--- src/rtl/pe_operand_feeder.sv ---
// Operand sequencer for the PE: buffers one ifm and one weight vector,
// streams element pairs, drains with zeros and pulses done.
module pe_operand_feeder #(
    parameter int WIDTH     = 8,
    parameter int DEPTH     = 32,
    parameter int AW        = 5,
    parameter int DRAIN_CYC = 2
) (
    input  logic             clk,
    input  logic             rst_n,
    input  logic             ld_en,
    input  logic             ld_sel,
    input  logic [AW-1:0]    ld_addr,
    input  logic [WIDTH-1:0] ld_data,
    input  logic             start,
    input  logic [AW:0]      len,
    input  logic             clr,
    output logic [WIDTH-1:0] ifm_out,
    output logic [WIDTH-1:0] w_out,
    output logic             op_valid,
    output logic             busy,
    output logic             pe_done
);

    typedef enum logic [1:0] {IDLE, STREAM, DRAIN, DONE} state_t;

    localparam int DW = $clog2(DRAIN_CYC + 1) + 1;

    state_t           state, state_n;
    logic [AW:0]      idx, idx_n;
    logic [AW:0]      len_q, len_n;
    logic [DW-1:0]    dcnt, dcnt_n;
    logic [WIDTH-1:0] ifm_n, w_n;
    logic             vld_n, busy_n, done_n;
    logic             wr_en;
    logic [AW:0]      l_clamp;
    logic [WIDTH-1:0] ifm0, w0;

    logic [WIDTH-1:0] ifm_buf [DEPTH];
    logic [WIDTH-1:0] w_buf   [DEPTH];

    assign wr_en = ld_en && (state == IDLE) && (int'(ld_addr) < DEPTH);

    always_ff @(posedge clk) begin
        if (wr_en) begin
            if (ld_sel) w_buf[ld_addr]   <= ld_data;
            else        ifm_buf[ld_addr] <= ld_data;
        end
    end

    assign l_clamp = (len > (AW+1)'(DEPTH)) ? (AW+1)'(DEPTH) : len;

    // element 0 sees a write landing on the same start edge
    assign ifm0 = (wr_en && !ld_sel && ld_addr == '0) ? ld_data : ifm_buf[0];
    assign w0   = (wr_en &&  ld_sel && ld_addr == '0) ? ld_data : w_buf[0];

    always_comb begin
        state_n = state;
        idx_n   = idx;
        len_n   = len_q;
        dcnt_n  = dcnt;
        ifm_n   = '0;
        w_n     = '0;
        vld_n   = 1'b0;
        unique case (state)
            IDLE: begin
                if (start) begin
                    len_n = l_clamp;
                    if (l_clamp == '0) begin
                        state_n = (DRAIN_CYC == 0) ? DONE : DRAIN;
                        dcnt_n  = DW'(1);
                    end else begin
                        state_n = STREAM;
                        ifm_n   = ifm0;
                        w_n     = w0;
                        vld_n   = 1'b1;
                        idx_n   = (AW+1)'(1);
                    end
                end
            end
            STREAM: begin
                if (idx == len_q) begin
                    state_n = (DRAIN_CYC == 0) ? DONE : DRAIN;
                    dcnt_n  = DW'(1);
                end else begin
                    ifm_n = ifm_buf[idx[AW-1:0]];
                    w_n   = w_buf[idx[AW-1:0]];
                    vld_n = 1'b1;
                    idx_n = idx + 1'b1;
                end
            end
            DRAIN: begin
                if (dcnt == DW'(DRAIN_CYC)) state_n = DONE;
                else                        dcnt_n  = dcnt + 1'b1;
            end
            DONE: state_n = IDLE;
            default: state_n = IDLE;
        endcase
        if (clr) begin
            state_n = IDLE;
            idx_n   = '0;
            ifm_n   = '0;
            w_n     = '0;
            vld_n   = 1'b0;
        end
        busy_n = (state_n != IDLE);
        done_n = (state_n == DONE);
    end

    always_ff @(posedge clk or negedge rst_n) begin
        if (!rst_n) begin
            state    <= IDLE;
            idx      <= '0;
            len_q    <= '0;
            dcnt     <= '0;
            ifm_out  <= '0;
            w_out    <= '0;
            op_valid <= 1'b0;
            busy     <= 1'b0;
            pe_done  <= 1'b0;
        end else begin
            state    <= state_n;
            idx      <= idx_n;
            len_q    <= len_n;
            dcnt     <= dcnt_n;
            ifm_out  <= ifm_n;
            w_out    <= w_n;
            op_valid <= vld_n;
            busy     <= busy_n;
            pe_done  <= done_n;
        end
    end

endmodule

--- config.mk ---
export PLATFORM = sky130hd
export DESIGN_NAME = pe_operand_feeder
export DESIGN_NICKNAME = d
export VERILOG_FILES = /design/src/rtl/pe_operand_feeder.sv
export SDC_FILE = /design/constraint.sdc
export NUM_CORES = 1
export LEC_CHECK = 0
export BUFFER_PORTS_ARGS = -buffer_cell sky130_fd_sc_hd__buf_4
export CORE_ASPECT_RATIO = 1.5
export CORE_MARGIN = 3
export CORE_UTILIZATION = 48
export DETAILED_ROUTE_END_ITERATION = 10
export PLACE_DENSITY_LB_ADDON = 0.2
export SLEW_MARGIN = 20
export SYNTH_ARGS = -nofsm -noshare
export SYNTH_HDL_FRONTEND = slang
export SYNTH_SLANG_ARGS = --single-unit
--- constraint.sdc ---
create_clock -name clk -period 2.51 [get_ports clk]
set_clock_uncertainty 0.1 [all_clocks]
set_input_delay 0.3765 -clock clk [delete_from_list [all_inputs] [get_ports clk]]
set_output_delay 0.3765 -clock clk [all_outputs]
set_load 0.05 [all_outputs]
## Word-level counts from Yosys, hierarchy flattened

Memory sizes are Yosys's and may differ from the RTL's.
Index checks and enable logic that the tools add are counted.

| word-level totals | value |
|---|---|
| register bits after elaboration | 36 |
| RAM bits | 512 |
| input port bits | 25 |
| word-level logic and storage cells | 82 |
| memories kept | 2 |

| cells by class | value |
|---|---|
| $add $sub $neg | 2 |
| magnitude comparators | 1 |
| eq/ne operators | 13 |
| mux-type cells | 40 |
| reductions and logical operators | 15 |

Memories:

| name | depth | width | rd ports | clocked after Yosys merged registers in | write ports | RTL line | RTL |
|---|---|---|---|---|---|---|---|
| ifm_buf | 32 | 8 | 2 | 0 | 1 | 39 | `logic [WIDTH-1:0] ifm_buf [DEPTH];` |
| w_buf | 32 | 8 | 2 | 0 | 1 | 40 | `logic [WIDTH-1:0] w_buf [DEPTH];` |

Operator list:

| kind | count |
|---|---|
| $mux W8 | 10 |
| $pmux W8 S2 | 2 |
| $mux W6 | 5 |
| $mux W3 | 4 |
| $pmux W6 S2 | 1 |
| $mux W1 | 10 |
| $mux W2 | 5 |
| $ne A3 B3 Y1 const B | 3 |
| $pmux W3 S3 | 1 |
| $pmux W2 S4 | 1 |
| $add A6 B1 Y6 const B | 1 |
| $eq A2 B2 Y1 const B | 3 |
| $eq A6 B6 Y1 | 1 |
| $gt A6 B6 Y1 const B | 1 |
| $logic_not A6 Y1 | 1 |
| $ne A2 B2 Y1 const B | 3 |
| $reduce_bool A3 Y1 | 2 |
| $logic_and A1 B1 Y1 | 5 |
| $logic_not A5 Y1 | 1 |
| $reduce_and A5 Y1 | 1 |
| $reduce_and A4 Y1 | 1 |
| $add A3 B1 Y3 const B | 1 |
| $eq A3 B2 Y1 const B | 1 |
| $eq A2 B1 Y1 const B | 1 |
| other kinds (6) | 6 |

## Depth between registers and ports, before layout

| depth | value |
|---|---|
| word-level depth | 9 |
| gate-level depth with buffers | 7 |

## Least setup slack after synthesis

OpenSTA, ideal clock, no wires.

| timing path | value |
|---|---|
| path type | input to register |
| start point | input port ld_addr[4] |
| end point | memory w_buf[19][0] (enable) |
| data arrival time | 1588 ps |
| required time | 2040 ps |
| setup slack | 452 ps |
| stages on the path | 4 |
| cell sequence | clkbuf_1 -> or3b_2 -> clkbuf_1 -> nor2_1 |

RTL lines:

| item | RTL line | RTL |
|---|---|---|
| from (decl) | 13 | `input logic [AW-1:0] ld_addr,` |
| to (decl) | 40 |  |

No word-level cell before the write port.

## Worst setup path in the final report

| timing path | value |
|---|---|
| start point | register idx[0] |
| end point | register w_out[0] |

| between the ends | value |
|---|---|
| word-level cells in the longest chain between the ends | 4 |
| elaborated cells between the ends (all ways) | 5 |

Ends and longest elaborated chain:

| item | RTL line | RTL |
|---|---|---|
| from (decl) | 30 | `logic [AW:0] idx, idx_n;` |
| from (signal assigned) | 123 | `idx <= idx_n;` |
| $mem_v2 Z32 W8 or $eq A6 B6 Y1 (tied branches) | n/a |  |
| $mux W8 (*) | 82 | `if (idx == len_q) begin` |
| $pmux W8 S2 (*) | 65 | `unique case (state)` |
| $mux W8 (*) | 99 | `if (clr) begin` |
| via w_n[0] | 33 | `logic [WIDTH-1:0] ifm_n, w_n;` |
| to (signal assigned) | 127 | `w_out <= w_n;` |
| to (decl) | 19 | `output logic [WIDTH-1:0] w_out,` |

Mark *: on every way through the listed nets, which the timed path passes. The rest lies on a longest branch.
A chain may end at the register's enable or synchronous reset.

==> flow_summary.toml <==
[synthesis]
synth_fa_ha_area_share_pct = 0.1719
synth-seq-cells = 548
synth_edf_count = 512
synth_area_per_cell_um2 = 20.38
yosys.cell_types.count = 50
synth.area.top_cells = "edfxtp_1, mux4_2, dfrtp_1, mux2i_1, mux2_2"
synth_commonest_cells = "edfxtp_1, mux4_2, nor2_1"
synth_area_leader_cell = "edfxtp_1"
muxShareOfSynthArea_pct = 17.23
synthMostInstantiatedCell = "edfxtp_1"
synth_xor_area_share_pct = 0.2407
synth_ff_type = "edfxtp_1"
synth_top_area_share_pct = 70.43
syn_nets = 1099
syn_area_um2 = 21830
synth_top_family_by_area = "multiplexers"
async_flop_share_pct = 6.569
yosys_warnings = 0
synth-compound-area-share_pct = 2.912
netlist_instances = 1071
yosysSeqAreaShare_pct = 74.55
synth-simple-area-share_pct = 3.296

[global_route]
grt_overflow = 0
grt_first_pass_wirelength_um = 73350
antenna_found_initial = 0
grt_pass1_vias = 11530
grt_start_max_net_pins = 69
grt_util_all_layers_pct = 20.27

[layout]
finalNonFillerCells = 1859
synthToLayoutAreaGrowth_pct = 16.31
fillers = 3418
layout-drive-gt1-share_pct = 31.79
multi_input_area_um2 = 5206
finalNetCount = 1266
num_antenna_cells = 0
final_area_um2 = 25390
regArea_um2 = 16290

[clock_network]
cts_buffers = 51
cts-root-buf = "clkbuf_16"
htreeDepth = 2
cts.clk_slew.worst_paths_ps = 70
clockBufferDepth = 3
clock_latency_ps = 580
clock_sinks = 548
cts_tree = "built"

[critical_path]
path_common_cell = "o211ai_1"
crit_start = "idx[0]$_DFFE_PN0P_"
crit_chain = "buf_6 -> buf_4 -> mux4_1 -> mux2_2 -> o211ai_1 -> o211ai_1"
cp.required_ps = 2830
critPathKind = "reg -> reg"
regToRegSetupSlack_ps = 70
worstRegToRegCells = 6
max_stage_delay_ps = 530
cp_top_family = "multiplexers"
critPathBufInv = 2
worstReg2RegEnd = "w_out[0]$_DFF_PN0_"
crit_path_start_kind = "register"
critPathMaxFanout = 10
reg2reg_from = "idx[0]$_DFFE_PN0P_"
slowest_stage = "mux4_1"
endpoint_kind = "register"
worstPathArrival_ps = 2760

[timing]
fmax_ghz = 0.4096
finalCritPeriodShare_pct = 97.27
drv_slew = 0
finalHoldViolations = 0
fin_crit_ps = 2441
setup_viol_count_final = 0
slew_headroom_pct = 50.37
worst_pin_slew_ps = 744.4
rsz0062_at_grt = "false"

[die]
ioPinCount = 44
initial_utilization_pct = 48.59
die_height_um = 267.2
core_um2 = 44930
die_area_um2 = 48130
die_x_um = 180.1
num_rows = 95

[power]
p_leak_uw = 0.008307
peakVddDrop_uv = 550.8
powerDensity_nw_per_um2 = 764.9

[detailed_routing]
drc = 0
viasPerCell = 5.821
dr.pass1.iters = 5
wl_per_cell_um = 26.13
wirelength_um = 48570
drt_iter0_drc = 862
via_count = 10820
postRouteAntennaNets = 0

[placed_design]
gp_congestion = 0.8155
dpl.cell_count = 1757
place_hpwl_um = 31160
numPortBuffers = 43
dpl-instance-area_um2 = 23620

[hold_path]
whs_endpoint = "len_q[1]$_DFFE_PN0P_"
worstHoldStart = "len[1]"
worstHoldPathType = "in -> reg"
hold_path_depth = 3

[outcome]
status = "complete, no violations"

[flow_run]
drv_cap = 0
layout make-up:
class	instances	area share, %
clock inverters	27	1.050
flip-flops and latches	548	64.15
multi-input cells	460	20.50
inverters	6	0.08870
well taps	582	2.868
repair buffers	171	5.982
clock buffers	65	5.357
per-stage QoR:
stage / hold slack (ps) / total power (µW) / setup WS (ps) / TNS [ps] / util, %
after global placement: 289.1 / 11990 / -113.4 / -113.4 / 52.56
after floorplan: -19.09 / 11390 / 451.5 / 0 / -
after CTS: 7.246 / 19560 / 37.84 / 0 / 56.36
after global routing: 23.03 / 20060 / 6.817 / 0 / 56.51
after detailed placement: 290.6 / 12010 / -96.48 / -96.48 / 52.56
final: 22.34 / 19420 / 68.55 / 0 / 56.51
registers in the layout, indices dropped and copies added, names as in the netlist:
register,flops
busy,1
dcnt,3
idx,6
ifm_buf,256
ifm_out,8
len_q,6
op_valid,1
pe_done,1
state,2
w_buf,256
w_out,8
worst min-delay path, delay by kind of cell:
| kind | cells | cell delay (ps) |
|---|---|---|
| AOI/OAI and AO/OA | 1 | 70 |
| buffers and inverters | 1 | 110 |
| and+or+nand+nor | 1 | 90 |
what timing repair did:
action	in CTS	in global routing
endpoints found under the hold margin	46	0
cloned	0	2
setup endpoints to repair	1	2
gates resized for setup	1	3
setup buffers	2	0
hold buffers	6	0
pin swaps	1	1
how the worst max path moves through the flow:
stage                                        end  slack, ps  cells after the start
after detailed placement      w_out[0]$_DFF_PN0_       -100                      6
after global placement        w_out[0]$_DFF_PN0_       -110                      6
after CTS                   ifm_out[2]$_DFF_PN0_         40                      6
after global routing          w_out[0]$_DFF_PN0_          7                      6
after floorplan           w_buf[19][0]$_DFFE_PP_        450                      4
final                         w_out[0]$_DFF_PN0_         70                      6
layout by cell type (no fill, tap or decap), types with 3 or more instances in the layout:
cell type	instances
a211oi_1	3
a21oi_1	3
buf_12	11
buf_4	148
bufinv_16	5
clkbuf_1	12
clkbuf_16	54
clkinv_1	10
clkinv_2	9
dfrtp_1	32
dfrtp_4	3
dlygate4sd3_1	6
edfxtp_1	512
ha_1	3
inv_1	6
mux2_2	33
mux2i_1	48
mux4_1	7
mux4_2	121
nand2_1	52
nand2b_1	7
nand3_1	5
nand3b_1	4
nor2_1	76
o211ai_1	46
o21ai_0	8
xor2_1	6
per-layer routing:
layer / GRT usage (%) / routed length, µm / up-vias
met5: 0 / 0 / -
met1: 25.00 / 18540 / 5758
met4: 6.851 / 1540 / 0
met3: 2.201 / 1907 / 76
li1: - / - / 4717
met2: 37.55 / 26580 / 270
cell families after synthesis:
kind of cell | count (synthesis)
mux | 209
xor+xnor | 6
buf+inv | 63
fa+ha+maj | 3
simple gates | 162
compound gates | 80
flops | 548
where the power goes:
| part | leakage, µW | switching [µW] | total [µW] | internal (µW) |
|---|---|---|---|---|
| Combinational | 0.00243 | 929 | 1680 | 753 |
| Clock | 0.000800 | 3250 | 7580 | 4340 |
| Sequential | 0.00508 | 65.1 | 10200 | 10100 |
| Total | 0.00831 | 4240 | 19400 | 15200 |
No activity file was read; power rests on OpenSTA's default activity.
